## src/rtl/coherency_unit_mesi_n.sv

```systemverilog
// MESI snooping coherency controller for one cache port on a shared bus.
// Accepts miss / upgrade / writeback requests from the cache, issues them on
// the bus, answers bus snoops by querying the cache, and replays a request
// that a snoop preempted. Keeps saturating MESI transition statistics.
module coherency_unit_mesi_n #(
  parameter int ADDR_WIDTH   = 32,
  parameter int BLOCK_SIZE   = 2,
  parameter int CPUID        = 0,
  parameter int NCPUS        = 2,
  parameter int UPGRADE_MODE = 1,
  parameter int STAT_WIDTH   = 32
) (
  input  logic                    CLK,
  input  logic                    RST,
  input  logic                    req_ren,
  input  logic                    req_wen,
  input  logic                    req_wb,
  input  logic                    req_upgrade,
  input  logic [ADDR_WIDTH-1:0]   req_addr,
  input  logic [BLOCK_SIZE*32-1:0] req_wdata,
  output logic                    req_busy,
  output logic [BLOCK_SIZE*32-1:0] req_rdata,
  output logic [1:0]              req_state,
  output logic                    req_done,
  output logic                    snp_req,
  output logic [ADDR_WIDTH-1:0]   snp_addr,
  output logic [1:0]              snp_state,
  output logic                    snp_commit,
  input  logic                    snp_busy,
  input  logic                    snp_hit,
  input  logic                    snp_dirty,
  input  logic [BLOCK_SIZE*32-1:0] snp_data,
  output logic                    bus_ren,
  output logic                    bus_wen,
  output logic                    bus_rfo,
  output logic                    bus_upgr,
  output logic [ADDR_WIDTH-1:0]   bus_addr,
  output logic [BLOCK_SIZE*32-1:0] bus_store,
  input  logic                    bus_dwait,
  input  logic                    bus_exclusive,
  input  logic                    bus_ccwait,
  input  logic                    bus_ccinv,
  input  logic [BLOCK_SIZE*32-1:0] bus_dload,
  input  logic [ADDR_WIDTH-1:0]   bus_snoopaddr,
  output logic                    bus_snoopdone,
  output logic                    bus_snoophit,
  output logic                    bus_dirty,
  output logic [STAT_WIDTH-1:0]   stat_to_m,
  output logic [STAT_WIDTH-1:0]   stat_to_e,
  output logic [STAT_WIDTH-1:0]   stat_to_s,
  output logic [STAT_WIDTH-1:0]   stat_to_i,
  output logic [STAT_WIDTH-1:0]   stat_snoop_hits
);

  localparam int DW  = BLOCK_SIZE * 32;
  localparam int LSB = $clog2(BLOCK_SIZE) + 2;
  localparam logic [STAT_WIDTH-1:0] ONE = {{(STAT_WIDTH-1){1'b0}}, 1'b1};

  localparam logic [1:0] ST_M = 2'd0, ST_E = 2'd1, ST_S = 2'd2, ST_I = 2'd3;
  localparam logic [1:0] K_RD = 2'd0, K_WR = 2'd1, K_UP = 2'd2, K_WB = 2'd3;

  if (CPUID >= NCPUS || !(BLOCK_SIZE == 1 || BLOCK_SIZE == 2 ||
                          BLOCK_SIZE == 4 || BLOCK_SIZE == 8)) begin : g_bad_cfg
    $error("coherency_unit_mesi_n: illegal CPUID/NCPUS/BLOCK_SIZE");
  end

  typedef enum logic [2:0] {
    S_IDLE, S_READ, S_WRITE, S_UPGR, S_WB, S_SCHK, S_SSEND, S_SMISS
  } state_e;

  state_e                state_q, state_d, replay_st;
  logic [1:0]            pend_kind_q, kind_eff, acc_kind;
  logic [ADDR_WIDTH-1:0] pend_addr_q;
  logic [DW-1:0]         pend_wdata_q;
  logic                  pend_vld_q;
  logic                  acc, in_snoop, inv_hit;
  logic                  ev_e, ev_s, ev_m, ev_i, ev_hit;
  logic [STAT_WIDTH-1:0] to_m_q, to_e_q, to_s_q, to_i_q, hits_q;

  function automatic logic line_eq(input logic [ADDR_WIDTH-1:0] a,
                                   input logic [ADDR_WIDTH-1:0] b);
    return a[ADDR_WIDTH-1:LSB] == b[ADDR_WIDTH-1:LSB];
  endfunction

  function automatic logic [STAT_WIDTH-1:0] sat_inc(input logic [STAT_WIDTH-1:0] v);
    return (&v) ? v : v + ONE;
  endfunction

  // Request acceptance, and upgrade->write conversion when a snoop kills our line
  always_comb begin
    acc      = (state_q == S_IDLE) && !bus_ccwait &&
               (req_wb || req_upgrade || req_wen || req_ren);
    acc_kind = req_wb ? K_WB : req_upgrade ? K_UP : req_wen ? K_WR : K_RD;
    in_snoop = (state_q == S_SCHK) || (state_q == S_SSEND) || (state_q == S_SMISS);
    inv_hit  = in_snoop && bus_ccinv && pend_vld_q && line_eq(bus_snoopaddr, pend_addr_q);
    kind_eff = (pend_kind_q == K_UP && inv_hit) ? K_WR : pend_kind_q;
    replay_st = S_IDLE;
    if (pend_vld_q) begin
      case (kind_eff)
        K_RD:    replay_st = S_READ;
        K_WR:    replay_st = S_WRITE;
        K_UP:    replay_st = S_UPGR;
        default: replay_st = S_WB;
      endcase
    end
  end

  // State register
  always_ff @(posedge CLK) begin
    if (RST) state_q <= S_IDLE;
    else     state_q <= state_d;
  end

  // Next-state logic; snoops always win over requests
  always_comb begin
    state_d = state_q;
    case (state_q)
      S_IDLE: begin
        if (bus_ccwait)       state_d = S_SCHK;
        else if (req_wb)      state_d = S_WB;
        else if (req_upgrade) state_d = S_UPGR;
        else if (req_wen)     state_d = S_WRITE;
        else if (req_ren)     state_d = S_READ;
      end
      S_READ, S_WRITE, S_UPGR, S_WB: begin
        if (bus_ccwait)      state_d = S_SCHK;
        else if (!bus_dwait) state_d = S_IDLE;
      end
      S_SCHK:  if (!snp_busy) state_d = snp_hit ? S_SSEND : S_SMISS;
      S_SSEND, S_SMISS: if (!bus_ccwait) state_d = replay_st;
      default: state_d = S_IDLE;
    endcase
  end

  // Outputs and statistic events; everything is quiet while reset is held
  always_comb begin
    req_busy = 1'b1;  req_done = 1'b0;  req_rdata = '0;  req_state = ST_I;
    snp_req = 1'b0;   snp_addr = '0;    snp_state = 2'd0; snp_commit = 1'b0;
    bus_ren = 1'b0;   bus_wen = 1'b0;   bus_rfo = 1'b0;  bus_upgr = 1'b0;
    bus_addr = '0;    bus_store = '0;
    bus_snoopdone = 1'b0; bus_snoophit = 1'b0; bus_dirty = 1'b0;
    ev_e = 1'b0; ev_s = 1'b0; ev_m = 1'b0; ev_i = 1'b0; ev_hit = 1'b0;
    if (!RST) begin
      case (state_q)
        S_READ, S_WRITE, S_UPGR, S_WB: begin
          if (!bus_ccwait) begin
            bus_addr = pend_addr_q;
            case (state_q)
              S_READ:  bus_ren = 1'b1;
              S_WRITE: begin bus_ren = 1'b1; bus_rfo = 1'b1; end
              S_UPGR: begin
                if (UPGRADE_MODE != 0) bus_upgr = 1'b1;
                else begin bus_ren = 1'b1; bus_rfo = 1'b1; end
              end
              default: begin bus_wen = 1'b1; bus_store = pend_wdata_q; end
            endcase
            if (!bus_dwait) begin
              req_busy  = 1'b0;
              req_done  = 1'b1;
              req_rdata = bus_dload;
              case (state_q)
                S_READ: begin
                  req_state = bus_exclusive ? ST_E : ST_S;
                  ev_e = bus_exclusive;
                  ev_s = !bus_exclusive;
                end
                S_WRITE, S_UPGR: begin req_state = ST_M; ev_m = 1'b1; end
                default:         req_state = ST_I;
              endcase
            end
          end
        end
        S_SCHK: begin
          snp_req  = 1'b1;
          snp_addr = bus_snoopaddr;
          if (!snp_busy && !snp_hit) bus_snoopdone = 1'b1;
          if (!snp_busy && snp_hit)  ev_hit = 1'b1;
        end
        S_SSEND: begin
          snp_req       = 1'b1;
          bus_snoophit  = 1'b1;
          bus_snoopdone = 1'b1;
          bus_store     = snp_data;
          bus_dirty     = snp_dirty;
          snp_state     = bus_ccinv ? ST_I : ST_S;
          if (!bus_ccwait) begin
            snp_commit = 1'b1;
            ev_i = bus_ccinv;
            ev_s = !bus_ccinv;
          end
        end
        S_SMISS: bus_snoopdone = 1'b1;
        default: ;
      endcase
    end
  end

  // Pending-request register: latched on accept, dropped on completion
  always_ff @(posedge CLK) begin
    if (RST) begin
      pend_vld_q   <= 1'b0;
      pend_kind_q  <= K_RD;
      pend_addr_q  <= '0;
      pend_wdata_q <= '0;
    end else if (acc) begin
      pend_vld_q   <= 1'b1;
      pend_kind_q  <= acc_kind;
      pend_addr_q  <= req_addr;
      pend_wdata_q <= req_wdata;
    end else if (req_done) begin
      pend_vld_q   <= 1'b0;
    end else if (in_snoop) begin
      pend_kind_q  <= kind_eff;
    end
  end

  // Saturating transition counters
  always_ff @(posedge CLK) begin
    if (RST) begin
      to_m_q <= '0; to_e_q <= '0; to_s_q <= '0; to_i_q <= '0; hits_q <= '0;
    end else begin
      if (ev_m)   to_m_q <= sat_inc(to_m_q);
      if (ev_e)   to_e_q <= sat_inc(to_e_q);
      if (ev_s)   to_s_q <= sat_inc(to_s_q);
      if (ev_i)   to_i_q <= sat_inc(to_i_q);
      if (ev_hit) hits_q <= sat_inc(hits_q);
    end
  end

  assign stat_to_m       = RST ? '0 : to_m_q;
  assign stat_to_e       = RST ? '0 : to_e_q;
  assign stat_to_s       = RST ? '0 : to_s_q;
  assign stat_to_i       = RST ? '0 : to_i_q;
  assign stat_snoop_hits = RST ? '0 : hits_q;

endmodule

```

## config.mk

```make
export PLATFORM = sky130hd
export DESIGN_NAME = coherency_unit_mesi_n
export DESIGN_NICKNAME = d
export VERILOG_FILES = /design/src/rtl/coherency_unit_mesi_n.sv
export SDC_FILE = /design/constraint.sdc
export NUM_CORES = 1
export LEC_CHECK = 0
export ABC_AREA = 1
export BUFFER_PORTS_ARGS = -buffer_cell sky130_fd_sc_hd__buf_2
export CORE_AREA = 2 2 249 251
export CTS_BUF_LIST = sky130_fd_sc_hd__clkbuf_16
export CTS_CLUSTER_DIAMETER = 200
export DETAILED_ROUTE_END_ITERATION = 10
export DIE_AREA = 0 0 251 253
export GPL_ROUTABILITY_DRIVEN = 0
export PLACE_DENSITY = 0.52
export RECOVER_POWER = 50
export SLEW_MARGIN = 15
export SYNTH_ARGS = -nofsm -noshare
export SYNTH_HDL_FRONTEND = slang
export SYNTH_SLANG_ARGS = --single-unit
```

## constraint.sdc

```tcl
create_clock -name CLK -period 2.6 [get_ports CLK]
set_input_delay 0.13 -clock CLK [delete_from_list [all_inputs] [get_ports CLK]]
set_output_delay 0.13 -clock CLK [all_outputs]
set_load 0.01 [all_outputs]
```

Word level (Yosys, flattened, before mapping) --
Cells that the tools add are included.
Operators by class: add/subtract/negate cells 5, multiply operators 0, divide/modulo/power cells 0, magnitude comparators 0, equality and inequality tests 16, shift-type cells 0, multiplexer cells 107, bitwise logic cells 5, reduce and logical (&&, ||, !) cells 40
Operators by type and width (number):
- $mux 64 | 7
- $mux 32 | 10
- $add 32x1->32 const B | 5
- $reduce_and 32->1 | 5
- $pmux 64 s2 | 1
- $mux 1 | 61
- $mux 3 | 10
- $eq 29x29->1 | 1
- $mux 2 | 13
- $eq 3x3->1 const B | 4
- $pmux 3 s4 | 1
- $reduce_and 2->1 | 6
- $pmux 3 s3 | 1
- $logic_and 1x1->1 | 8
- $reduce_or 2->1 | 4
- $eq 3x2->1 const B | 2
- $ne 6x6->1 const B | 1
- $logic_not 1->1 | 5
- $logic_or 1x1->1 | 5
- $not 1->1 | 5
- $eq 2x2->1 const B | 2
- $ne 2x2->1 const B | 2
- $pmux 1 s2 | 2
- $pmux 2 s2 | 1
- 10 further kinds | 11
Storage, ports and cells: bits in registers 262, latch bits 0, memory bits (writable) 0, ROM bits 0, input port bits 269, output and inout port bits 367, word-level logic and storage cells 183, memories 0

Depth between registers and ports, before layout --
depth after elaboration 13, depth in mapped cells 14, gate-level depth less buffers 14

Least setup slack after synthesis --
No wires, ideal clock.
kind register to register, start register to_i_q[0], end register to_i_q[28], library setup time 116 ps, arrival time 1703 ps, slack 781 ps, cell stages (with the launch flop) 12, buffers on the path 1, period minus slack after synthesis 1819 ps, cell sequence dfxtp_1 > ha_1 > nand2_1 > nor2_1 > nand4_1 > nor2_1 > nand2_1 > nand2_1 > buf_6 > nor2_1 > a21oi_1 > nor2_1
On the way: cells in the longest elaborated chain, start to end 3, elaborated cells between the ends (all ways) 4, classes of those cells add/sub: 1; bitwise: 1; reduce/logical: 2
Ends and longest elaborated chain:
- from (decl) | RTL line 78 | logic [STAT_WIDTH-1:0] to_m_q, to_e_q, to_s_q, to_i_q, hits_q;
- from (signal assigned) | RTL line 225 | if (ev_i) to_i_q <= sat_inc(to_i_q);
- parallel branches: the longest is 3 deep, another holds $add 32x1->32
Parallel ways; which one is timed is not known. A chain may end at the register's enable or synchronous reset.

Worst setup path in the final report --
start input RST, end output bus_store[30]
On the way: cells in the longest elaborated chain, start to end 1
Ends and longest elaborated chain:
- from (decl) | RTL line 14 | input logic RST,
- $mux 64 | RTL line 143 | if (!RST) begin
- to (decl) | RTL line 38 | output logic [BLOCK_SIZE*32-1:0] bus_store,
No other way between the ends.

==> flow_summary.json <==
{
  "synth_flop_cell": "dfxtp_1",
  "synth.most_common_cell": "nor2_1",
  "syn-cell-area_sq_mm": 0.0161,
  "hold_path.class": "primary input to register",
  "cts_buffers": 35,
  "dpl.hpwl_um": 50600,
  "synthDistinctLibCells": 40,
  "num_vias": 18800,
  "synth_edf_count": 0,
  "grt_pass1_wl_um": 99200,
  "cp-end-kind": "primary output",
  "rsz0062_at_grt": "false",
  "grt_usage_pct": 19.7,
  "wl_per_cell_um": 15.9,
  "max_cap_viol_count": 0,
  "path_delay_family": "buffers and inverters",
  "cp.arrival_ns": 2.33,
  "start_util_pct": 26.4,
  "path_clk_slew_ns": 0.05,
  "slew_headroom_pct": 26.8,
  "numPortBuffers": 635,
  "clock-sinks": 262,
  "syn_nets": 2916,
  "synth_top_area_share_pct": 32.6,
  "cts-htree-levels": 2,
  "cpMaxStageDelayCell": "dlygate4sd3_1",
  "worstSetupStartpointType": "primary input",
  "grt_pass1_vias": 17600,
  "register_area_sq_mm": 0.00525,
  "drt-total-wl_um": 65700,
  "drc_errors": 0,
  "viasPerCell": 4.54,
  "p_leak_uw": 0.00972,
  "path_cells": "dlygate4sd3_1 > clkbuf_8 > nor2_2 > inv_2 > nor2_4 > buf_12 > a22o_1 > buf_2",
  "synth_top_area_cell": "dfxtp_1",
  "final_nets": 3601,
  "core-area_sq_mm": 0.0610,
  "cts_tree": "built",
  "synth_area_leaders": "dfxtp_1 (33%), nor2_1 (15%), nand2_1 (12%), inv_1 (8.3%), o21ai_0 (4.9%)",
  "worstMarginPinSlew_ns": 1.10,
  "criticalPathCategory": "primary input to primary output",
  "clk_latency_ns": 0.54,
  "firstDrtPassIters": 5,
  "powerDensity_mw_per_mm2": 601,
  "synth_area_per_cell_sq_um": 6.09,
  "multi_input_area_sq_mm": 0.00885,
  "seq_area_frac_synth_pct": 32.6,
  "synth-seq-cells": 262,
  "ant_nets": 0,
  "ir_drop_mv": 0.340,
  "synth_top_cells_by_count": "nor2_1 (633), nand2_1 (501), inv_1 (357), dfxtp_1 (262), o21ai_0 (156)",
  "die_h_um": 253,
  "tns_ns": 0,
  "period_share_pct": 94.5,
  "yosysWarnings": 0,
  "setup_viol": 0,
  "cts_root_buffer": "clkbuf_16",
  "crit_required_ns": 2.47,
  "async_flop_share_pct": 0,
  "antenna_found_initial": 9,
  "slew_viol_final": 0,
  "drt_iter0_markers": 994,
  "max_freq_mhz": 407,
  "crit_fanout": 30,
  "dieArea_sq_mm": 0.0635,
  "die_w_um": 251,
  "io_pins": 636,
  "cp.buffers_inverters": 5,
  "finalPower_uw": 13300,
  "overflow": 0,
  "utilization_pct": 36.2,
  "clock_path_buffers": 3,
  "skew_ns": 0.0170,
  "outcome": "finished, final reports clean",
  "hold_viol": 0,
  "synthCells": 2640,
  "fillers": 6881,
  "grt_max_degree": 163,
  "rows": 91,
  "area_growth_syn_to_layout_pct": 37.2,
  "fin_crit_ns": 2.46,
  "slowest_delay_ns": 0.56,
  "drive_gt1_share_pct": 18.6
}
[worst reg2reg max path, stage by stage (launching register included)]
cell and delay [ns]:
dfxtp_1 0.36, ha_1 0.18, nand2_1 0.10, nor2_1 0.18
nand4_1 0.14, nor2_1 0.28, nand2_1 0.10, nand2_1 0.07
clkbuf_2 0.43, nor2_1 0.18, nand2_1 0.10, nand2_1 0.05
nand2_1 0.05, nor2_1 0.04
[sequential cells by signal (all words and copies together), names as in the netlist]
register	count
pend_vld_q	1
to_s_q	32
to_i_q	32
hits_q	32
to_e_q	32
pend_wdata_q	64
pend_addr_q	32
pend_kind_q	2
state_q	3
to_m_q	32
[cells in the final DEF (no fill, tap or decap), drive strengths merged, types with 73 or more instances in the layout]
cell	count
dlygate4sd3	97
clkbuf	175
nand3	73
inv	373
a21oi	143
dfxtp	262
nand2	508
nor3	124
nor2	638
o21ai	163
buf	538
[power by group]
group	leakage, uW	internal [uW]	switching, uW	total (uW)
clock network	0.000618	3250	1920	5170
logic	0.00697	1180	2000	3180
registers	0.00213	4540	381	4920
[worst paths after layout]
kind                                               from                           to  slack [ns]  cells past startpoint
worst max-delay path                                RST                bus_store[30]        0.14                      8
worst min-delay path                        req_upgrade  pend_kind_q[1]$_SDFFE_PP0P_        0.04                      3
worst max register to register   to_i_q[1]$_SDFFE_PP0P_      to_i_q[13]$_SDFFE_PP0P_        0.21                     13
worst min register to register  to_s_q[31]$_SDFFE_PP0P_      to_s_q[31]$_SDFFE_PP0P_        0.46                      2
[repair_timing]
action / in CTS / in global routing
pin swaps: 0 / 2
hold endpoints to repair: 98 / 0
endpoints found under the setup margin: 14 / 43
gates resized for setup: 2 / 4
buffers inserted: 0 / 0
cloned: 0 / 0
hold buffers: 97 / 0
[through the flow]
| step | instances | hold slack (ns) | instance area [sq um] | worst slack [ns] |
|---|---|---|---|---|
| finish | 4140 | 0.0437 | 22100 | 0.142 |
| global placement | 3981 | 0.380 | 20100 | 0.336 |
| CTS | 4138 | 0.00278 | 22300 | 0.0369 |
| detailed placement | 3981 | 0.384 | 20100 | 0.298 |
| floorplan | 2640 | 0.297 | 16100 | 0.781 |
| global route | 4139 | 0.0746 | 22100 | 0.0199 |
[area by class of cell]
type	instances	share of cell area, %
antenna	2	0.0227
clock buffer	37	4.19
clock inverter	23	1.27
inverter	366	6.26
multi-input combinational	1887	40.1
sequential	262	23.8
tap	790	4.48
timing repair buffer	773	19.9
[per-layer routing]
metal,share of wire [%],track usage [%]
met4,2.5,5.71
met5,0.017,0
met3,5.3,3.30
met1,43,24.1
met2,49,35.3
[cell families (layout without fill, tap and decap cells)]
kind of cell / after synthesis / in the layout / share of synthesized area (%)
adder cells (fa/ha/maj): 7 / 7 / 0.544
other: 0 / 2 / 0
AO/OA/AOI/OAI: 379 / 379 / 13.5
XOR/XNOR: 84 / 84 / 4.57
AND/OR/NAND/NOR: 1417 / 1417 / 36.6
flip-flops: 262 / 262 / 32.6
buffers and inverters: 491 / 1199 / 12.2
No activity file was read; power rests on OpenSTA's default activity.
